### src/rtl/nf2_dma_tx_demux.sv
// DMA TX demultiplexer: routes TX FIFO packets to per-queue CPU write ports and forwards RX requests.
// Optional protocol error counter enabled by defining NF2_DMA_TX_ERR_CNT_EN.
module nf2_dma_tx_demux #(
  parameter int DMA_DATA_WIDTH = 32,
  parameter int NUM_CPU_QUEUES = 4
) (
  input  logic                        sys_clk,
  input  logic                        sys_reset_n,
  input  logic                        sys_txfifo_empty,
  input  logic [DMA_DATA_WIDTH+3:0]   sys_txfifo_rd_data,
  output logic                        sys_txfifo_rd_inc,
  output logic [NUM_CPU_QUEUES-1:0]   cpu_q_wr,
  output logic [DMA_DATA_WIDTH-1:0]   cpu_q_data,
  output logic                        cpu_q_eop,
  output logic [1:0]                  cpu_q_bytecnt,
  input  logic [NUM_CPU_QUEUES-1:0]   cpu_q_full,
  output logic                        dma_rx_req,
  output logic [3:0]                  dma_rx_req_q,
  input  logic                        dma_rx_req_ack,
  output logic                        proto_err,
  output logic [15:0]                 err_cnt
);

  localparam int W  = DMA_DATA_WIDTH;
  localparam int QW = (NUM_CPU_QUEUES > 1) ? $clog2(NUM_CPU_QUEUES) : 1;

  typedef enum logic [1:0] {IDLE, XFER, DROP, RXREQ} state_t;

  state_t state_reg, state_next;

  logic          present;
  logic          word_is_req;
  logic          word_eop_dir;
  logic [1:0]    word_bytecnt;
  logic [3:0]    word_qid;
  logic [W-1:0]  word_data;
  logic          word_q_ok;
  logic          target_full;

  logic [QW-1:0]             q_reg;
  logic [NUM_CPU_QUEUES-1:0] q_sel;

  logic pop;
  logic wr_en;
  logic err_next;
  logic rx_set;
  logic rx_clr;
  logic q_load;

  logic [NUM_CPU_QUEUES-1:0] cpu_q_wr_reg;
  logic [W-1:0]              cpu_q_data_reg;
  logic                      cpu_q_eop_reg;
  logic [1:0]                cpu_q_bytecnt_reg;
  logic                      dma_rx_req_reg;
  logic [3:0]                dma_rx_req_q_reg;
  logic                      proto_err_reg;

  assign present      = ~sys_txfifo_empty;
  assign word_is_req  = sys_txfifo_rd_data[W+3];
  assign word_eop_dir = sys_txfifo_rd_data[W+2];
  assign word_bytecnt = sys_txfifo_rd_data[W+1:W];
  assign word_qid     = sys_txfifo_rd_data[3:0];
  assign word_data    = sys_txfifo_rd_data[W-1:0];
  assign word_q_ok    = ({28'd0, word_qid} < NUM_CPU_QUEUES);
  assign target_full  = cpu_q_full[q_reg];

  // One-hot decode of the latched target queue
  for (genvar gi = 0; gi < NUM_CPU_QUEUES; gi++) begin : g_qsel
    assign q_sel[gi] = (q_reg == QW'(gi));
  end

  always_ff @(posedge sys_clk or negedge sys_reset_n) begin
    if (!sys_reset_n) begin
      state_reg <= IDLE;
    end else begin
      state_reg <= state_next;
    end
  end

  always_comb begin
    state_next = state_reg;
    case (state_reg)
      IDLE: begin
        if (present && word_is_req) begin
          if (word_q_ok) state_next = word_eop_dir ? RXREQ : XFER;
          else           state_next = word_eop_dir ? IDLE : DROP;
        end
      end
      XFER: begin
        if (present) begin
          if (word_is_req)                      state_next = IDLE;
          else if (!target_full && word_eop_dir) state_next = IDLE;
        end
      end
      DROP: begin
        if (present && (word_is_req || word_eop_dir)) state_next = IDLE;
      end
      RXREQ: begin
        if (dma_rx_req_ack) state_next = IDLE;
      end
      default: state_next = IDLE;
    endcase
  end

  always_comb begin
    pop      = 1'b0;
    wr_en    = 1'b0;
    err_next = 1'b0;
    rx_set   = 1'b0;
    rx_clr   = 1'b0;
    q_load   = 1'b0;
    case (state_reg)
      IDLE: begin
        if (present) begin
          pop = 1'b1;
          if (word_is_req && word_q_ok) begin
            rx_set = word_eop_dir;
            q_load = ~word_eop_dir;
          end else begin
            err_next = 1'b1;
          end
        end
      end
      XFER: begin
        // A request here truncates the packet; leave it in the FIFO for IDLE
        if (present) begin
          if (word_is_req) begin
            err_next = 1'b1;
          end else if (!target_full) begin
            pop   = 1'b1;
            wr_en = 1'b1;
          end
        end
      end
      DROP: begin
        pop = present & ~word_is_req;
      end
      RXREQ: begin
        rx_clr = dma_rx_req_ack;
      end
      default: ;
    endcase
  end

  always_ff @(posedge sys_clk or negedge sys_reset_n) begin
    if (!sys_reset_n) begin
      q_reg             <= '0;
      cpu_q_wr_reg      <= '0;
      cpu_q_data_reg    <= '0;
      cpu_q_eop_reg     <= 1'b0;
      cpu_q_bytecnt_reg <= 2'b00;
      dma_rx_req_reg    <= 1'b0;
      dma_rx_req_q_reg  <= 4'd0;
      proto_err_reg     <= 1'b0;
    end else begin
      if (q_load) q_reg <= word_qid[QW-1:0];
      cpu_q_wr_reg  <= wr_en ? q_sel : '0;
      proto_err_reg <= err_next;
      if (wr_en) begin
        cpu_q_data_reg    <= word_data;
        cpu_q_eop_reg     <= word_eop_dir;
        cpu_q_bytecnt_reg <= word_bytecnt;
      end
      if (rx_set) begin
        dma_rx_req_reg   <= 1'b1;
        dma_rx_req_q_reg <= word_qid;
      end else if (rx_clr) begin
        dma_rx_req_reg   <= 1'b0;
      end
    end
  end

`ifdef NF2_DMA_TX_ERR_CNT_EN
  logic [15:0] err_cnt_reg;

  always_ff @(posedge sys_clk or negedge sys_reset_n) begin
    if (!sys_reset_n) begin
      err_cnt_reg <= 16'd0;
    end else if (err_next && (err_cnt_reg != 16'hFFFF)) begin
      err_cnt_reg <= err_cnt_reg + 16'd1;
    end
  end

  assign err_cnt = err_cnt_reg;
`else
  assign err_cnt = 16'h0000;
`endif

  assign sys_txfifo_rd_inc = pop;
  assign cpu_q_wr          = cpu_q_wr_reg;
  assign cpu_q_data        = cpu_q_data_reg;
  assign cpu_q_eop         = cpu_q_eop_reg;
  assign cpu_q_bytecnt     = cpu_q_bytecnt_reg;
  assign dma_rx_req        = dma_rx_req_reg;
  assign dma_rx_req_q      = dma_rx_req_q_reg;
  assign proto_err         = proto_err_reg;

endmodule

### config.mk
export PLATFORM = sky130hd
export DESIGN_NAME = nf2_dma_tx_demux
export DESIGN_NICKNAME = d
export VERILOG_FILES = /design/src/rtl/nf2_dma_tx_demux.sv
export SDC_FILE = /design/constraint.sdc
export NUM_CORES = 1
export LEC_CHECK = 0
export CAP_MARGIN = 20
export CORE_MARGIN = 2
export CORE_UTILIZATION = 29
export CTS_BUF_LIST = sky130_fd_sc_hd__clkbuf_4 sky130_fd_sc_hd__clkbuf_8
export DETAILED_ROUTE_END_ITERATION = 16
export GPL_TIMING_DRIVEN = 1
export PLACE_DENSITY_LB_ADDON = 0.05
export SLEW_MARGIN = 10
export SYNTH_ARGS = -nofsm -noshare
export SYNTH_HDL_FRONTEND = slang
export SYNTH_SLANG_ARGS = --single-unit
### constraint.sdc
create_clock -name sys_clk -period 1.85 [get_ports sys_clk]
set_input_delay 0.185 -clock sys_clk [delete_from_list [all_inputs] [get_ports sys_clk]]
set_output_delay 0.185 -clock sys_clk [all_outputs]
set_load 0.02 [all_outputs]
# Word level (Yosys, flattened, before mapping)
# Cells that the tools add are included.
# word_totals
ff_bits	49
elab_cells	69
# op_classes
order_cmp	2
eq_ne	11
n_bitwise	4
n_mux	33
reduce_logical	10
# op_table
cell	n
1-bit two-way mux	19
2-bit two-way mux	9
2-bit == test, second input constant	4
2-bit inequality test, second input constant	4
2-bit case mux with 4 select lines	1
5-bit AND reduction	1
2-bit by 1-bit == test with 1-bit output, second input constant	2
1-bit logical AND	4
2-bit logical NOT	2
4-bit by 3-bit < comparator with 1-bit output, second input constant	1
4-bit two-way mux	1
2-bit by 3-bit < comparator with 1-bit output, second input constant	1
3-bit inequality test, second input constant	1
1-bit NOT	3
1-bit case mux with 3 select lines	1
1-bit binary-select mux with 2-bit select	1
1-bit case mux with 2 select lines	1
2-bit nonzero test	1
1-bit bitwise AND	1
1-bit logical NOT	1
1-bit logical OR	1

# Depth between registers and ports, before layout
# logic_depth
ltp_word	8
depth_mapped	6

# Worst setup path before layout
# No wires, ideal clock.
# synth_timing
kind	reg2reg
from	register q_reg[0]
to	register cpu_q_bytecnt_reg[0], in the netlist cpu_q_bytecnt[0]
arrival_ns	1.639
n_path_buf	1
path_stages_with_launch	5
period_less_slack_ns	1.764
slack_ns	0.086
required_time_ns	1.725
cell_sequence	dfrtp_1 -> mux4_2 -> nor2_8 -> buf_12 -> mux2_4
# synth_between
elab_chain_len	6
# synth_lines
item	line_no	rtl
start: declaration	40	logic [QW-1:0] q_reg;
start signal: assignment	156	if (q_load) q_reg <= word_qid[QW-1:0];
1-bit binary-select mux with 2-bit select	65	assign target_full = cpu_q_full[q_reg];
1-bit two-way mux (implied by the code)	65	
1-bit two-way mux	129	end else if (!target_full) begin
1-bit two-way mux	127	if (word_is_req) begin
1-bit two-way mux	126	if (present) begin
1-bit two-way mux	112	case (state_reg)
end signal: assignment	162	cpu_q_bytecnt_reg <= word_bytecnt;
end: declaration	53	logic [1:0] cpu_q_bytecnt_reg;
# No other way between the ends. The select of a mux whose other input is x is not followed.
# A chain may end at the register's enable or synchronous reset.

# Worst setup path after layout
# layout_timing
from	register q_reg[0]
to	register cpu_q_data_reg[12], in the netlist cpu_q_data[12]
# layout_between
elab_chain_len	6
# layout_lines
item	line_no	rtl
1-bit binary-select mux with 2-bit select	65	
1-bit two-way mux (implied by the code)	65	
1-bit two-way mux	129	
1-bit two-way mux	127	
1-bit two-way mux	126	
1-bit two-way mux	112	
end signal: assignment	160	cpu_q_data_reg <= word_data;
end: declaration	51	logic [W-1:0] cpu_q_data_reg;
# No other way between the ends. The select of a mux whose other input is x is not followed.

==> key figures <==
Run status
  • Result of the run: finished with violations
  • Failing checks: negative setup slack

Synth
  • Most frequent cells after synthesis: 49 x dfrtp_1, 30 x mux2_4, 16 x buf_4
  • Register area share after synthesis: 55.5%
  • Area fraction of the dominant cell type after synthesis: between 50 and 60%
  • Most common cell in the synthesized netlist: dfrtp_1
  • Combined area of all synthesized cells: 0.00221 mm2
  • Post-synth EDFFs: 0
  • Top cells by area, synth: dfrtp_1 55%, mux2_4 20%, buf_4 5.4%
  • Synth unique cells: 27
  • Post-synthesis async set-or-reset flop share: 100%
  • Cell taking the most area after synthesis: dfrtp_1
  • Number of cells produced by synthesis: ~150
  • Average cell area after synthesis: approximately 15 um2
  • Number of warnings issued by yosys: 0
  • Commonest register cell after synthesis: dfrtp_1
  • Flop and latch count out of synthesis: a little under 50

Place
  • Final Wtd Congestion: 0.690
  • Detailed placement HPWL: 3.62 mm
  • Port Buffers: roughly 90
  • Placed insts: between 300 and 400

Floorplanning
  • Die H: 91.3 um
  • Area of the core: 0.00733 mm2
  • I/O Pins: 106
  • Die width: 91.3 um
  • Die outline area: roughly 0.0083 mm2
  • Initial cell density of the core: between 30% and 40%
  • # rows: 31

GRT
  • Overall track demand over capacity in global routing: around 12%
  • Vias in the first global route: roughly 1500
  • Residual overflow from global routing: 0
  • Pin count of the biggest net entering global routing: 28
  • Antenna violations before repair: 0
  • First-pass GRT wire length: 7.82 mm

STA
  • Final number of max-transition violations: 0
  • Period utilization: 101%
  • Endpoints failing hold: 0
  • Worst setup skew after layout: between 7 and 8 ps
  • Minimum clock period: 1860 ps
  • RSZ-0062 raised after global routing: true
  • Tightest slew margin relative to the limit: 63.2%
  • Worst Slack Setup Final: -14.7 ps
  • Timing-limited maximum frequency: 0.536 GHz
  • Setup violators final: 20
  • Transition time of the tightest slew-check pin: 552 ps

Layout
  • Filler cell count: slightly below 700
  • Final net count: 296
  • Non-filler cells, final: roughly 350
  • Share of cells above drive strength 1: 26.2%
  • Antenna cell count: 0
  • Post-synthesis to final-layout area growth: 53.2%
  • Largest register FFs: 32

CTS
  • Total number of clock tree sinks: 49
  • Worst-skew pair later-pin latency: 290 ps
  • Maximum clock path buffer count: 2
  • Clock slew at reported path FFs: 80 ps
  • CTS Buf Count: 5
  • CTS root buffer: clkbuf_8
  • CTS tree: built
  • H-tree Lvls: 2

Hold path
  • Hold Path Class: in -> async

Setup path
  • Maximum cell stage delay along the critical path: 560 ps
  • Max stage delay cell, worst path: mux4_2
  • Crit. Startpoint: q_reg[0]$_DFFE_PN0P_
  • Series of cell instances along the critical path: mux4_2 > buf_6 > nor2_8 > buf_12 > mux2_4
  • Arr. time, crit path: approximately 2000 ps
  • Register-to-register path setup slack: -10 ps
  • Critical path type: reg -> reg
  • Largest fanout on the critical path: 13
  • Startpoint of the worst-slack reg-to-reg timing path: q_reg[0]$_DFFE_PN0P_
  • WP data required: approximately 2000 ps
  • Nature of the critical path startpoint: flop
  • Worst Setup End Kind: flop

Detailed routing
  • Number of antenna-violating nets in the routed design: 0
  • Initial DRC count: 26
  • Detailed-route vias per instance: 4.15
  • Total wire length: 5.00 mm
  • Routed length per placed instance: between 10 and 15 um
  • Number of iterations in the first detailed-routing pass: 4
  • Via Count: 1458
  • Residual DRC count: 0

Job
  • Count of maximum capacitance violations: 0

Power
  • P_leak: 1.50 nW
  • Max IR drop VDD: 572 uV
  • Areal power density over the cells: 1400 mW/mm2
  • Total power consumption of the routed design: 4.76 mW
worst max-delay path: cells and delay by family (launching register included):
kind / cells / cell delay, ps
simple gates: 1 / 150
flops: 1 / 380
buf+inv: 2 / 350
mux: 2 / 870
final cells by class:
cell class	count	area [um2]	area share [%]
flip-flops and latches	49	1230	36.2
repair buffers	105	1070	31.7
clock buffers	7	90.1	2.66
well taps	99	124	3.66
multi-input cells	91	873	25.8
cells in the final DEF, fill, tap and decap left out, types with 2 or more instances in the layout:
cell / n
and2_1: 2
buf_12: 3
buf_4: 10
clkbuf_8: 6
clkdlybuf4s50_1: 87
conb_1: 16
dfrtp_1: 49
mux2_2: 4
mux2_4: 35
nand2_1: 5
nand3_1: 3
nor2_1: 5
nor2b_1: 2
nor3_1: 2
o211ai_1: 2
xor2_1: 2
through the flow:
stage / hold WS, ps / instance area (um2) / setup slack [ps] / setup TNS [ps] / util [%]
after global placement: 211 / 3220 / -369 / -7480 / 43.9
after floorplan: -111 / 2270 / 86.3 / 0 / -
final: 417 / 3390 / -14.7 / -137 / 46.2
after detailed placement: 212 / 3220 / -387 / -7900 / 43.9
after global routing: 457 / 3390 / -89.0 / -2050 / 46.2
after CTS: 427 / 3350 / -25.8 / -249 / 45.7
path summary, 6_finish.rpt:
kind | endpoint | cells past startpoint
setup reg to reg | cpu_q_data[12]$_DFFE_PN0P_ | 5
hold reg to reg | dma_rx_req$_DFFE_PN0P_ | 2
hold / removal | cpu_q_data[7]$_DFFE_PN0P_ | 2
min in group sys_clk | cpu_q_wr[1]$_DFF_PN0_ | 2
max in group asynchronous | state_reg[0]$_DFFE_PN0P_ | 3
setup / recovery | cpu_q_data[12]$_DFFE_PN0P_ | 5
kinds of logic (layout without fill, tap and decap cells):
family,count (synthesis),count (layout),share of synthesized area [%]
AO/OA/AOI/OAI,6,6,1.87
XOR/XNOR,2,2,0.793
buffers and inverters,21,112,8.61
flip-flops,49,49,55.5
multiplexers,40,40,26.0
other,1,16,0.170
AND/OR/NAND/NOR,27,27,7.08
power by group:
part	internal [mW]	switching [mW]	total, mW
clock network	0.312	0.330	0.642
logic	1.39	0.989	2.38
registers	1.49	0.249	1.74
per-layer routing:
layer | part of all wire, % | up-vias | GRT usage [%] | wire length (um)
met4 | 0.58 | 0 | 3.41 | 29
met5 | 0 | - | 0 | 0
li1 | - | 687 | - | -
met2 | 45 | 62 | 17.4 | 2230
met1 | 49 | 707 | 17.6 | 2460
met3 | 5.6 | 2 | 3.32 | 281
repair_timing:
action | 4_1_cts | 5_1_grt
setup buffers | 1 | 0
setup endpoints to repair | 24 | 35
cloned | 0 | 1
hold buffers | 1 | 0
hold endpoints to repair | 22 | 0
pin swaps | 0 | 0
gates resized for setup | 11 | 3
No activity file was read; power rests on OpenSTA's default activity.
